[src/rtl/pipe_hazard_ctrl.sv]
// Pipeline hazard sequencer: turns cache misses, load-use hazards and taken
// branches into per-cycle PC/IF/ID enables, flushes, stall and redirect.
//
//   state | meaning
//   RUN   | normal issue; hazards resolved combinationally each cycle
//   DMISS | D-cache refill in progress; whole pipeline frozen
//   IMISS | I-cache refill in progress; nops fed into ID while older work drains
module pipe_hazard_ctrl #(
  parameter int pc_size  = 32,
  parameter int reg_addr = 5,
  parameter int cnt_size = 16
) (
  input  logic                clk,
  input  logic                rst,
  input  logic [reg_addr-1:0] ID_Rs,
  input  logic [reg_addr-1:0] ID_Rt,
  input  logic                EX_MemRead,
  input  logic [reg_addr-1:0] EX_Rt,
  input  logic                branch_taken,
  input  logic [pc_size-1:0]  branch_target,
  input  logic                icache_miss,
  input  logic                icache_ready,
  input  logic                dcache_miss,
  input  logic                dcache_ready,
  output logic                PC_Write,
  output logic                IF_Write,
  output logic                IF_Flush,
  output logic                ID_Flush,
  output logic                stall,
  output logic                redirect_valid,
  output logic [pc_size-1:0]  redirect_pc,
  output logic [cnt_size-1:0] stall_cnt
);

  typedef enum logic [1:0] {RUN, DMISS, IMISS} state_t;

  state_t              state_q, state_d;
  logic                redir_pend_q, redir_pend_d;
  logic [pc_size-1:0]  tgt_q, tgt_d;
  logic [cnt_size-1:0] stall_cnt_q;

  logic               pc_write, if_write, if_flush, id_flush, stall_c, redir_v;
  logic [pc_size-1:0] redir_pc;
  logic               load_use;

  assign load_use = EX_MemRead && (EX_Rt != '0) && ((EX_Rt == ID_Rs) || (EX_Rt == ID_Rt));

  always_ff @(posedge clk) begin
    if (!rst) begin
      state_q      <= RUN;
      redir_pend_q <= 1'b0;
      tgt_q        <= '0;
      stall_cnt_q  <= '0;
    end else begin
      state_q      <= state_d;
      redir_pend_q <= redir_pend_d;
      tgt_q        <= tgt_d;
      if (!pc_write && (stall_cnt_q != {cnt_size{1'b1}}))
        stall_cnt_q <= stall_cnt_q + 1'b1;
    end
  end

  always_comb begin
    state_d      = state_q;
    redir_pend_d = redir_pend_q;
    tgt_d        = tgt_q;
    pc_write     = 1'b1;
    if_write     = 1'b1;
    if_flush     = 1'b0;
    id_flush     = 1'b0;
    stall_c      = 1'b0;
    redir_v      = 1'b0;
    redir_pc     = '0;

    case (state_q)
      RUN: begin
        // D-miss outranks everything: EX is frozen, so a branch there re-presents later
        if (dcache_miss && !dcache_ready) begin
          stall_c  = 1'b1;
          pc_write = 1'b0;
          if_write = 1'b0;
          state_d  = DMISS;
        end else if (load_use) begin
          pc_write = 1'b0;
          if_write = 1'b0;
          id_flush = 1'b1;
        end else if (branch_taken) begin
          redir_v  = 1'b1;
          redir_pc = branch_target;
          if_flush = 1'b1;
          id_flush = 1'b1;
        end else if (icache_miss && !icache_ready) begin
          pc_write = 1'b0;
          if_flush = 1'b1;
          state_d  = IMISS;
        end
      end

      DMISS: begin
        if (!dcache_ready) begin
          stall_c  = 1'b1;
          pc_write = 1'b0;
          if_write = 1'b0;
        end else begin
          state_d = RUN;
        end
      end

      IMISS: begin
        pc_write = 1'b0;
        if_flush = 1'b1;
        if (icache_ready) begin
          pc_write     = 1'b1;
          state_d      = RUN;
          redir_pend_d = 1'b0;
          if (branch_taken) begin
            redir_v  = 1'b1;
            redir_pc = branch_target;
          end else if (redir_pend_q) begin
            redir_v  = 1'b1;
            redir_pc = tgt_q;
          end else begin
            if_flush = 1'b0;
          end
        end else if (branch_taken) begin
          tgt_d        = branch_target;
          redir_pend_d = 1'b1;
          id_flush     = 1'b1;
        end
      end

      default: state_d = RUN;
    endcase

    // Hold outputs at their idle values for the whole reset cycle
    if (!rst) begin
      pc_write = 1'b1;
      if_write = 1'b1;
      if_flush = 1'b0;
      id_flush = 1'b0;
      stall_c  = 1'b0;
      redir_v  = 1'b0;
      redir_pc = '0;
    end
  end

  assign PC_Write       = pc_write;
  assign IF_Write       = if_write;
  assign IF_Flush       = if_flush;
  assign ID_Flush       = id_flush;
  assign stall          = stall_c;
  assign redirect_valid = redir_v;
  assign redirect_pc    = redir_pc;
  assign stall_cnt      = stall_cnt_q;

endmodule

[config.mk]
export PLATFORM = sky130hd
export DESIGN_NAME = pipe_hazard_ctrl
export DESIGN_NICKNAME = d
export VERILOG_FILES = /design/src/rtl/pipe_hazard_ctrl.sv
export SDC_FILE = /design/constraint.sdc
export NUM_CORES = 1
export LEC_CHECK = 0
export CORE_MARGIN = 3
export CORE_UTILIZATION = 40
export CTS_CLUSTER_SIZE = 28
export DETAILED_ROUTE_END_ITERATION = 7
export PLACE_DENSITY = 0.75
export SETUP_SLACK_MARGIN = 0.2
export SYNTH_ARGS = -nofsm -noshare
export SYNTH_HDL_FRONTEND = slang
export SYNTH_SLANG_ARGS = --single-unit
[constraint.sdc]
create_clock -name clk -period 3.3 [get_ports clk]
set_clock_uncertainty 0.1 [all_clocks]
set_input_delay 0.66 -clock clk [delete_from_list [all_inputs] [get_ports clk]]
set_output_delay 0.66 -clock clk [all_outputs]
set_load 0.02 [all_outputs]
# After elaboration in Yosys (flattened, before gate mapping)
# Cells that the tools add are included.
# word_totals
ram_bits	0
latch_bits	0
out_inout_bits	54
input_bits	55
rom_bits	0
regBits	51
mem_count	0
# op_classes
addsub	1
order_cmp	0
reduce_logical	15
eq_ne	10
mul	0
shifts	0
n_div	0
n_bitwise	1
muxes	53
# op_table
operator	n
$mux W32	7
$pmux W32 S2	1
$mux W1	32
$add A16 B1 Y16 const B	1
$ne A16 B16 Y1 const B	1
$mux W2	6
$eq A5 B5 Y1	2
$pmux W1 S2	5
$ne A3 B3 Y1 const B	3
$pmux W2 S3	1
$logic_and A1 B1 Y1	5
$reduce_and A5 Y1	1
$reduce_bool A5 Y1	1
$ne A2 B2 Y1 const B	2
$logic_not A1 Y1	3
$pmux W1 S3	1
$reduce_and A3 Y1	1
$eq A2 B1 Y1 const B	1
$eq A2 B2 Y1 const B	1
$logic_not A2 Y1	1
$reduce_and A2 Y1	1
$reduce_bool A2 Y1	1
$logic_or A1 B1 Y1	1
$not A1 Y1	1

# Depth between registers and ports, before layout
# Gate-level depths: netlist of run 1.
# depth
word_depth	10
ltp_mapped	9
depth_no_buf	7

# Worst setup path before layout of run 1
# OpenSTA, ideal clock, no wires.
# synth_timing
path_kind	input-to-output
start	input EX_Rt[1]
end	output redirect_pc[10]
t_arrival_ns	2.154
path_stages	7
n_path_buf	1
setup_slack_ns	0.386
path_cell_list	or4_1 > o21ai_2 > inv_1 > a21boi_2 > o21bai_1 > buf_2 > nor2_1
# synth_via
elab_chain_cells	7
word_cells_on_any_way	10
# synth_rtl
item	line_no	rtl
start, declared	18	input logic [reg_addr-1:0] EX_Rt,
$eq A5 B5 Y1 / $reduce_bool A5 Y1 (equally long branches)	46	assign load_use = EX_MemRead && (EX_Rt != '0) && ((EX_Rt == ID_Rs) || (EX_Rt == ID_Rt));
$logic_or A1 B1 Y1 / $logic_and A1 B1 Y1 (equally long branches)	46	
$logic_and A1 B1 Y1 (*)	46	
$mux W32 (*)	83	end else if (load_use) begin
$mux W32 (*)	78	if (dcache_miss && !dcache_ready) begin
$pmux W32 S2 (*)	75	case (state_q)
$mux W32 (*)	136	if (!rst) begin
end, declared	31	output logic [pc_size-1:0] redirect_pc,
# Every way passes the cells marked *; elsewhere a longest branch is shown, timed or not.

# Worst setup path in the final report of run 1
# layout_timing
start	input EX_Rt[3]
end	output redirect_pc[30]
# Same word-level chain as after synthesis.

==> results of run 1 <==
## stage by stage
step	TNS (ns)	instance area, um2	utilization [%]	worst slack (ns)
global route	0	4630	70.8	0.156
detailed placement	-20.58	4030	61.7	-0.609
floorplan	0	2760	-	0.386
finish	0	4630	70.8	0.202
global placement	-19.13	4030	61.7	-0.573
CTS	0	4510	69.1	0.192
## logic make-up after synthesis
group | count (synthesis) | share of synthesized area, %
multiplexers | 2 | 0.725
AO/OA/AOI/OAI | 109 | 25.9
AND/OR/NAND/NOR | 160 | 27.0
buffers and inverters | 33 | 5.84
flip-flops | 51 | 37.0
adder cells (fa/ha/maj) | 1 | 0.453
XOR/XNOR | 10 | 3.17
## placed cells by master (no fill, tap or decap), drive strengths merged, types with 3 or more instances in the layout
cell           netlist  final
a21oi               48     48
a22oi               32     32
and3                 5      5
buf                  7     74
clkbuf              18      6
clkdlybuf4s50        0     55
dfxtp               51     51
dlygate4sd2          0      9
dlymetal6s2s         0      3
inv                  8      9
nand2               76     76
nand3               10     10
nand4                5      5
nor2                37     37
nor2b                3      3
nor3                 3      3
o21ai                8      8
o311ai               3      3
o31ai                4      4
o41ai                5      5
or4                  5      5
xnor2               10     10
## tightest hold or removal path, cell delays in order (launching register included)
cell and delay (ns):
dfxtp_1 0.32, nand2_1 0.05, a21oi_1 0.05
## cell type report
class                           instances  area (um2)  share of cell area [%]
Clock buffer                            6        82.6                    1.79
Clock inverter                          2        13.8                   0.298
Inverter                                8        37.5                   0.811
Multi-Input combinational cell        282        1870                    40.5
Sequential cell                        51        1020                    22.1
Tap cell                               77        96.3                    2.08
Timing Repair Buffer                  143        1500                    32.5
## what timing repair did
action	in CTS	in global routing
setup buffers	5	2
pin swaps	25	26
cloned	4	0
setup endpoints to repair	38	36
resized for setup	303	25
## worst max-delay path by stage
stage | from | endpoint | cells after the start
finish | EX_Rt[3] | redirect_pc[30] | 10
global route | EX_Rt[3] | redirect_pc[18] | 10
CTS | EX_Rt[3] | redirect_pc[23] | 10
detailed placement | EX_Rt[2] | redirect_pc[11] | 9
global placement | EX_Rt[2] | redirect_pc[5] | 9
floorplan | EX_Rt[1] | redirect_pc[10] | 7
## power groups by stage
| stage | Sequential [W] | Clock, W | Combinational [W] |
|---|---|---|---|
| after floorplan | 0.000643 | 0 | 0.000142 |
| after global placement | 0.000643 | 0 | 0.000299 |
| after detailed placement | 0.000644 | 0 | 0.000302 |
| after CTS | 0.000629 | 0.000396 | 0.000389 |
| after global routing | 0.000631 | 0.000417 | 0.000436 |
| final | 0.000630 | 0.000386 | 0.000409 |
## Yosys cell counts (2+ instances only)
library cell,number,share of area [%]
nand2b_1,2,0.45
xnor2_1,10,3.2
inv_1,7,0.95
nand2_1,76,10
nand3_1,10,1.8
o21ai_0,2,0.36
a21oi_1,47,8.5
o311ai_1,3,0.95
o31ai_1,4,1.1
or4_1,5,1.4
o41ai_1,5,1.6
and4_1,2,0.63
o21ai_1,5,0.91
nor4_1,2,0.45
buf_2,5,0.91
or3_1,2,0.45
nor2_1,37,5.0
clkbuf_1,18,2.4
nand4_1,5,1.1
a22oi_1,32,8.7
nor3_1,2,0.36
nor2b_1,3,0.68
and3_1,4,0.91
a31o_1,2,0.63
mux2i_1,2,0.72
dfxtp_1,51,37
## layer usage
metal	part of all wire, %	wire (um)	up-vias
met1	39	3520	1496
met2	54	4880	91
met5	0	0	-
met4	1.9	170	0
met3	5.2	467	15
li1	-	-	1555
## flip-flops by register name (all words and copies together), names as in the netlist
register / flops
state_q: 2
tgt_q: 32
stall_cnt: 16
redir_pend_q: 1
==> flow_summary.json, run 1 <==
{
  "syn_area_um2": 2760,
  "cp_max_fo": 5,
  "power.density_nw_per_um2": 308,
  "cts_max_path_buffers": 2,
  "required_ns": 2.54,
  "ys.flop_type": "dfxtp_1",
  "p_seq_share_pct": 44.2,
  "cell_internal_pwr_w": 0.00101,
  "worstReg2RegEnd": "stall_cnt[7]$_SDFFE_PN0P_",
  "hold_path.class": "reg2reg",
  "seq_area_frac_synth_pct": 37.0,
  "dp_hpwl_um": 5970,
  "crit_top_cell": "buf_6",
  "critPathBufInv": 5,
  "critPathKind": "in2out",
  "drc": 0,
  "total_power_w": 0.00142,
  "crit_chain": "buf_6 -> or4_4 -> o21ai_4 -> inv_2 -> a21boi_4 -> o21bai_4 -> buf_6 -> buf_16 -> nor2_4 -> buf_6",
  "cts_sinks": 51,
  "critical-path-slowest-cell": "or4_4",
  "synth_cells": 366,
  "core_um2": 6530,
  "critPathLaunchType": "primary input",
  "port-buffer-count": 108,
  "maxCapViolCount": 0,
  "ant_nets": 0,
  "met3_usage_pct": 5.16,
  "maxSlewViolCount": 0,
  "power.ir.vdd_worst_mv": 0.225,
  "drt_iter0_drc": 118,
  "antenna_found_initial": 0,
  "grt_remaining_overflow": 0,
  "clock.fmax_ghz": 0.323,
  "cts_buffers": 5,
  "nNetsFinal": 547,
  "io_pins": 109,
  "clk_pin_slew_worst_paths_ns": 0.10,
  "period_share_pct": 93.9,
  "final_cells": 569,
  "die_y_um": 89.1,
  "switching_share_pct": 29.4,
  "synth_edf_count": 0,
  "die_x_um": 89.1,
  "rsz0062_at_grt": "yes",
  "p_sw_w": 0.000418,
  "slew_headroom_pct": 65.9,
  "routabilityCongestion": 0.860,
  "outcome": "finished clean",
  "root_buffer": "clkbuf_8",
  "avgSynthCellArea_um2": 7.54,
  "reg2reg_from": "state_q[1]$_SDFFE_PN0P_",
  "use_met2_pct": 42.4,
  "hold-path-endpoint": "tgt_q[18]$_SDFFE_PN0P_",
  "max_slew.worst_pin.slew_ns": 0.507,
  "start_util_pct": 42.3,
  "wl_per_cell_um": 15.9,
  "rows": 29,
  "worstPathArrival_ns": 2.34,
  "synth_seq_cells": 51,
  "num_vias": 3157,
  "worstHoldStart": "tgt_q[18]$_SDFFE_PN0P_",
  "grt_pass1_vias": 3214,
  "grt_pass1_wl_um": 14600,
  "grt_use_total_pct": 23.0,
  "drive_gt1_share_pct": 27.2,
  "area_growth_pct": 67.5,
  "yosys_warnings": 0,
  "dpl.cell_count": 550,
  "finalSetupViolations": 0,
  "viasPerCell": 5.55,
  "critPathCaptureType": "output port",
  "grt_max_degree": 46,
  "grt.met1_usage_pct": 26.6,
  "clock_latency_ns": 0.30,
  "dr.pass1.iters": 4,
  "routed_wl_um": 9040,
  "diodes": 0,
  "htreeDepth": 2,
  "period_needed_ns": 3.10,
  "combPwrFrac_pct": 28.7,
  "cts_hold_buf": 0,
  "async_flop_share_pct": 0,
  "rr_worst_depth": 8,
  "cp_top_family": "simple AND/OR/NAND/NOR gates",
  "grt.busiest_layer": "met2",
  "ys_types": 49,
  "p_clk_share_pct": 27.1,
  "hold_ws_ns": 0.361,
  "cellLeakagePower_nw": 1.63,
  "hold_viol": 0,
  "critPathMaxStageDelay_ns": 0.53,
  "syn_nets": 422,
  "cts_tree": "built",
  "min_path_cells": 2,
  "r2r_slack_ns": 1.18,
  "fill_cells": 526,
  "fp.dieArea_um2": 7940
}
Note: power is estimated with default switching activity, not from simulation.
==> run 2: changes to the inputs <==
--- a/config.mk
+++ b/config.mk
@@ -5,6 +5,7 @@
 export SDC_FILE = /design/constraint.sdc
 export NUM_CORES = 1
 export LEC_CHECK = 0
+export CORE_ASPECT_RATIO = 2
 export CORE_MARGIN = 3
 export CORE_UTILIZATION = 40
 export CTS_CLUSTER_SIZE = 28
==> run 2 against run 1 <==
Combinational power decreased by 6.6%; sequential cell count unchanged; cell count increased by 2.5%; sequential power about the same; first-iteration DRC count increased by 54%; clock-buffer cell count unchanged; register-to-register slack about the same; non-clock buffer count increased by 3; via count increased by 1.7%; die area increased by 0.76%; power increased by 17%; core utilization decreased by 1.7 points; critical path type unchanged; critical endpoint is now redirect_pc[18]; largest power group is now the clock network.
==> flow_summary.json, run 2 (synthesized netlist as in run 1, its figures left out) <==
{
  "dpl.cell_count": 565,
  "maxSlewViolCount": 0,
  "cts_tree": "built",
  "viasPerCell": 5.51,
  "diodes": 0,
  "cp_max_fo": 6,
  "crit_top_cell": "buf_6",
  "start_util_pct": 41.4,
  "final_area_um2": 4610,
  "period_needed_ns": 3.15,
  "worstPathArrival_ns": 2.39,
  "finalSetupViolations": 0,
  "port-buffer-count": 108,
  "final_common_cell": "nand2_1",
  "cts_hold_buf": 0,
  "grt_use_total_pct": 23.0,
  "critPathLaunchType": "primary input",
  "antenna_found_initial": 0,
  "die_x_um": 64.8,
  "tns_ns": 0,
  "htreeDepth": 2,
  "die_y_um": 124,
  "clock_latency_ns": 0.29,
  "rows": 42,
  "period_share_pct": 95.3,
  "clock.fmax_ghz": 0.318,
  "grt_pass1_vias": 2942,
  "clk_pin_slew_worst_paths_ns": 0.06,
  "critPathKind": "in2out",
  "critPathMaxStageDelay_ns": 0.55,
  "hold_path.class": "reg2reg",
  "drive_gt1_share_pct": 27.5,
  "io_pins": 109,
  "critPathCaptureType": "output port",
  "dp_hpwl_um": 6330,
  "maxCapViolCount": 0,
  "grt_remaining_overflow": 0,
  "top_register": "tgt_q",
  "num_vias": 3211,
  "cts_buffers": 5,
  "ant_nets": 0,
  "power.density_nw_per_um2": 363,
  "outcome": "finished clean",
  "placedInstanceArea_um2": 4090,
  "root_buffer": "clkbuf_16",
  "slew_headroom_pct": 65.7,
  "crit_chain": "buf_6 -> or4_4 -> o21ai_4 -> inv_2 -> a21boi_4 -> o21bai_4 -> buf_6 -> clkbuf_16 -> nor2_2 -> buf_4",
  "routabilityCongestion": 0.855,
  "drt_iter0_drc": 182,
  "final_cells": 583,
  "hold_viol": 0,
  "final_cell_mix": "nand2_1 (76), clkdlybuf4s50_1 (53), dfxtp_1 (51)",
  "grt_pass1_wl_um": 14500,
  "nNetsFinal": 550,
  "largest_reg_flops": 32,
  "cts_sinks": 51,
  "cellLeakagePower_nw": 1.67,
  "critical-path-slowest-cell": "or4_4",
  "cts_max_path_buffers": 2,
  "grt_max_degree": 46,
  "dr.pass1.iters": 4,
  "core_um2": 6670,
  "drc": 0,
  "fp.dieArea_um2": 8000,
  "area_growth_pct": 67.0,
  "power.ir.vdd_worst_mv": 0.392,
  "required_ns": 2.54,
  "routed_wl_um": 9450,
  "rsz0062_at_grt": "yes",
  "max_slew.worst_pin.slew_ns": 0.511,
  "wl_per_cell_um": 16.2
}
## run 2: metal layers
metal	track usage (%)	up-vias	share of wire (%)	wire length [um]
met3	3.64	22	3.4	324
met2	43.4	95	57	5400
met5	0	-	0	0
met1	24.7	1533	36	3380
met4	9.27	0	3.6	337
li1	-	1561	-	-
## run 2: final timing paths
check	start	end	slack, ns	cells past startpoint
min	tgt_q[26]$_SDFFE_PN0P_	tgt_q[26]$_SDFFE_PN0P_	0.35	2
max	EX_Rt[2]	redirect_pc[18]	0.15	10
min reg2reg	tgt_q[26]$_SDFFE_PN0P_	tgt_q[26]$_SDFFE_PN0P_	0.35	2
max reg2reg	state_q[0]$_SDFFE_PN0P_	stall_cnt[7]$_SDFFE_PN0P_	1.19	8
## run 2: report_power, final
| group | leakage [nW] | switching [W] | internal, W |
|---|---|---|---|
| registers | 0.411 | 0.00000730 | 0.000623 |
| clock network | 0.0911 | 0.000226 | 0.000435 |
| logic | 1.17 | 0.000187 | 0.000195 |
## run 2: stage by stage
stage / util [%] / setup WS [ns] / power, W / hold WS, ns
global placement: 61.2 / -0.601 / 0.000944 / 0.341
floorplan: - / 0.386 / 0.000785 / 0.336
CTS: 64.8 / 0.129 / 0.00163 / 0.355
detailed placement: 61.2 / -0.711 / 0.000948 / 0.346
global route: 69.1 / 0.110 / 0.00173 / 0.370
finish: 69.1 / 0.154 / 0.00167 / 0.354
## run 2: layout make-up
cell class	instances	area, um2
Inverter	8	37.5
Timing Repair Buffer	146	1440
Clock inverter	2	60.1
Multi-Input combinational cell	282	1820
Clock buffer	6	129
Fill cell	528	2060
Sequential cell	51	1020
Tap cell	88	110
## run 2: timing repair
| action | CTS | global route |
|---|---|---|
| pin swaps | 15 | 18 |
| endpoints found under the setup margin | 38 | 37 |
| gates cloned | 2 | 1 |
| buffers inserted | 6 | 1 |
| gates resized for setup | 222 | 75 |
## run 2: critical path, delay by kind of cell
| family | cells | cell delay, ns |
|---|---|---|
| buffers and inverters | 5 | 0.61 |
| AND/OR/NAND/NOR | 2 | 0.65 |
| AO/OA/AOI/OAI | 3 | 0.46 |
==> run 3: changes to the inputs <==
--- a/config.mk
+++ b/config.mk
@@ -5,8 +5,8 @@
 export SDC_FILE = /design/constraint.sdc
 export NUM_CORES = 1
 export LEC_CHECK = 0
+export ABC_CLOCK_PERIOD_IN_PS = 3300
 export CORE_ASPECT_RATIO = 2
-export CORE_MARGIN = 3
 export CORE_UTILIZATION = 40
 export CTS_CLUSTER_SIZE = 28
 export DETAILED_ROUTE_END_ITERATION = 7
==> run 3 against run 2 <==
Core utilization is 2.6 points higher; sequential power is essentially flat; cell area increased by 3.0%; global-route usage rose by 5.1 points; die area decreased by 9.2%; first-iteration DRC count fell by 11%; cell count fell by 0.34%; clock power shrank 25%; register-to-register slack worse by 0.03 ns; worst setup slack worse by 0.089 ns; non-clock buffer count is 1 lower; largest cell class unchanged; sequential cell count stayed put.
==> flow_summary.json, run 3 (synthesized netlist as in run 1, its figures left out) <==
{
  "start_util_pct": 41.7,
  "cts_tree": "built",
  "period_share_pct": 98.0,
  "ant_nets": 0,
  "core_um2": 6620,
  "crit_chain": "clkdlybuf4s50_1 -> xnor2_1 -> nand2_1 -> o22ai_2 -> a21boi_4 -> o21bai_4 -> buf_6 -> buf_12 -> buf_16 -> nor2_4 -> buf_6",
  "finalSetupViolations": 0,
  "clk_pin_slew_worst_paths_ns": 0.06,
  "critPathMaxStageDelay_ns": 0.47,
  "rows": 42,
  "required_ns": 2.54,
  "drc": 0,
  "critical-path-slowest-cell": "clkdlybuf4s50_1",
  "root_buffer": "clkbuf_16",
  "cts_max_path_buffers": 2,
  "grt.met1_usage_pct": 25.9,
  "fin_util_pct": 71.7,
  "htreeDepth": 2,
  "use_met2_pct": 51.2,
  "grt.busiest_layer": "met2",
  "clock_latency_ns": 0.29,
  "grt_remaining_overflow": 0,
  "period_needed_ns": 3.24,
  "cts_buffers": 5,
  "io_pins": 109,
  "clock.fmax_ghz": 0.309,
  "fp.dieArea_um2": 7260,
  "grt_pass1_wl_um": 15300,
  "grt_pass1_vias": 3250,
  "rsz0062_at_grt": "yes",
  "num_vias": 3273,
  "hold_ws_ns": 0.355,
  "cellLeakagePower_nw": 1.72,
  "met3_usage_pct": 6.25,
  "hold_path.class": "reg2reg",
  "final_cell_mix": "nand2_1 (75), clkdlybuf4s50_1 (54), dfxtp_1 (51)",
  "grt_max_degree": 33,
  "dr.pass1.iters": 5,
  "die_x_um": 60.8,
  "nNetsFinal": 549,
  "fill_cells": 529,
  "dp_hpwl_um": 6120,
  "critPathKind": "in2out",
  "routabilityCongestion": 0.912,
  "critPathLaunchType": "primary input",
  "antenna_found_initial": 0,
  "top_register": "tgt_q",
  "max_slew.worst_pin.slew_ns": 0.499,
  "slew_headroom_pct": 66.5,
  "maxSlewViolCount": 0,
  "area_growth_pct": 71.9,
  "diodes": 0,
  "crit_top_cell": "buf_6",
  "power.density_nw_per_um2": 326,
  "cp_max_fo": 8,
  "cts_sinks": 51,
  "power.ir.vdd_worst_mv": 0.311,
  "die_y_um": 120,
  "hold_viol": 0,
  "drive_gt1_share_pct": 28.2,
  "worstPathArrival_ns": 2.48,
  "grt_use_total_pct": 28.1,
  "final_common_cell": "nand2_1",
  "largest_reg_flops": 32,
  "wl_per_cell_um": 17.3,
  "drt_iter0_drc": 162,
  "critPathCaptureType": "output port",
  "maxCapViolCount": 0,
  "routed_wl_um": 10100,
  "outcome": "finished clean",
  "port-buffer-count": 108,
  "viasPerCell": 5.63
}
run 3: cell count changes in the layout (fill, tap and decap cells not counted), sizes merged:
cell | previous run | this run
bufinv | 2 | 0
bufbuf | 1 | 0
buf | 75 | 77
dlygate4sd2 | 12 | 4
clkdlybuf4s50 | 53 | 54
clkbuf | 9 | 5
dlymetal6s2s | 1 | 9
clkinv | 0 | 2
run 3: through the flow:
step / cells / area, um2 / setup TNS, ns / total power, W / worst slack, ns
2_1_floorplan: 366 / 2760 / 0 / 0.000785 / 0.386
3_3_place_gp: 557 / 4000 / -18.67 / 0.000937 / -0.545
3_5_place_dp: 557 / 4000 / -19.96 / 0.000940 / -0.631
4_1_cts: 576 / 4570 / 0 / 0.00153 / 0.0662
5_1_grt: 581 / 4750 / -0.00258 / 0.00161 / -0.00258
6_report: 581 / 4750 / 0 / 0.00155 / 0.0646
run 3: repair_timing:
item | CTS | global route
setup buffers | 8 | 5
endpoints found under the setup margin | 38 | 37
pin swaps | 26 | 33
gates resized for setup | 295 | 39
hold buffers | 0 | 0
gates cloned | 4 | 0
run 3: per-layer routing:
metal / routed length, um / vias to the layer above
li1: - / 1563
met1: 3330 / 1557
met2: 5680 / 111
met3: 487 / 42
met4: 584 / 0
met5: 0 / -
run 3: power by group:
group | switching (W) | internal (W)
Sequential | 0.00000802 | 0.000623
Clock | 0.000218 | 0.000277
Combinational | 0.000210 | 0.000214
run 3: area by class of cell:
cell class	instances	area (um2)	area share, %
Clock inverter	2	13.8	0.290
Clock buffer	5	125	2.64
Timing Repair Buffer	145	1540	32.3
Tap cell	88	110	2.32
Multi-Input combinational cell	282	1900	40.1
Inverter	8	37.5	0.791
Sequential cell	51	1020	21.5
run 3: worst max-delay path: cells and delay by family:
kind            cells  cell delay, ns
compound gates      3            0.57
buf+inv             5            0.97
xor+xnor            1            0.12
simple gates        2            0.14
run 3: final timing paths:
path,slack (ns),startpoint,depth (start not counted),end
min reg2reg,0.36,tgt_q[9]$_SDFFE_PN0P_,2,tgt_q[9]$_SDFFE_PN0P_
max reg2reg,1.16,state_q[1]$_SDFFE_PN0P_,8,stall_cnt[11]$_SDFFE_PN0P_
min,0.36,tgt_q[9]$_SDFFE_PN0P_,2,tgt_q[9]$_SDFFE_PN0P_
max,0.06,ID_Rs[1],11,redirect_pc[3]
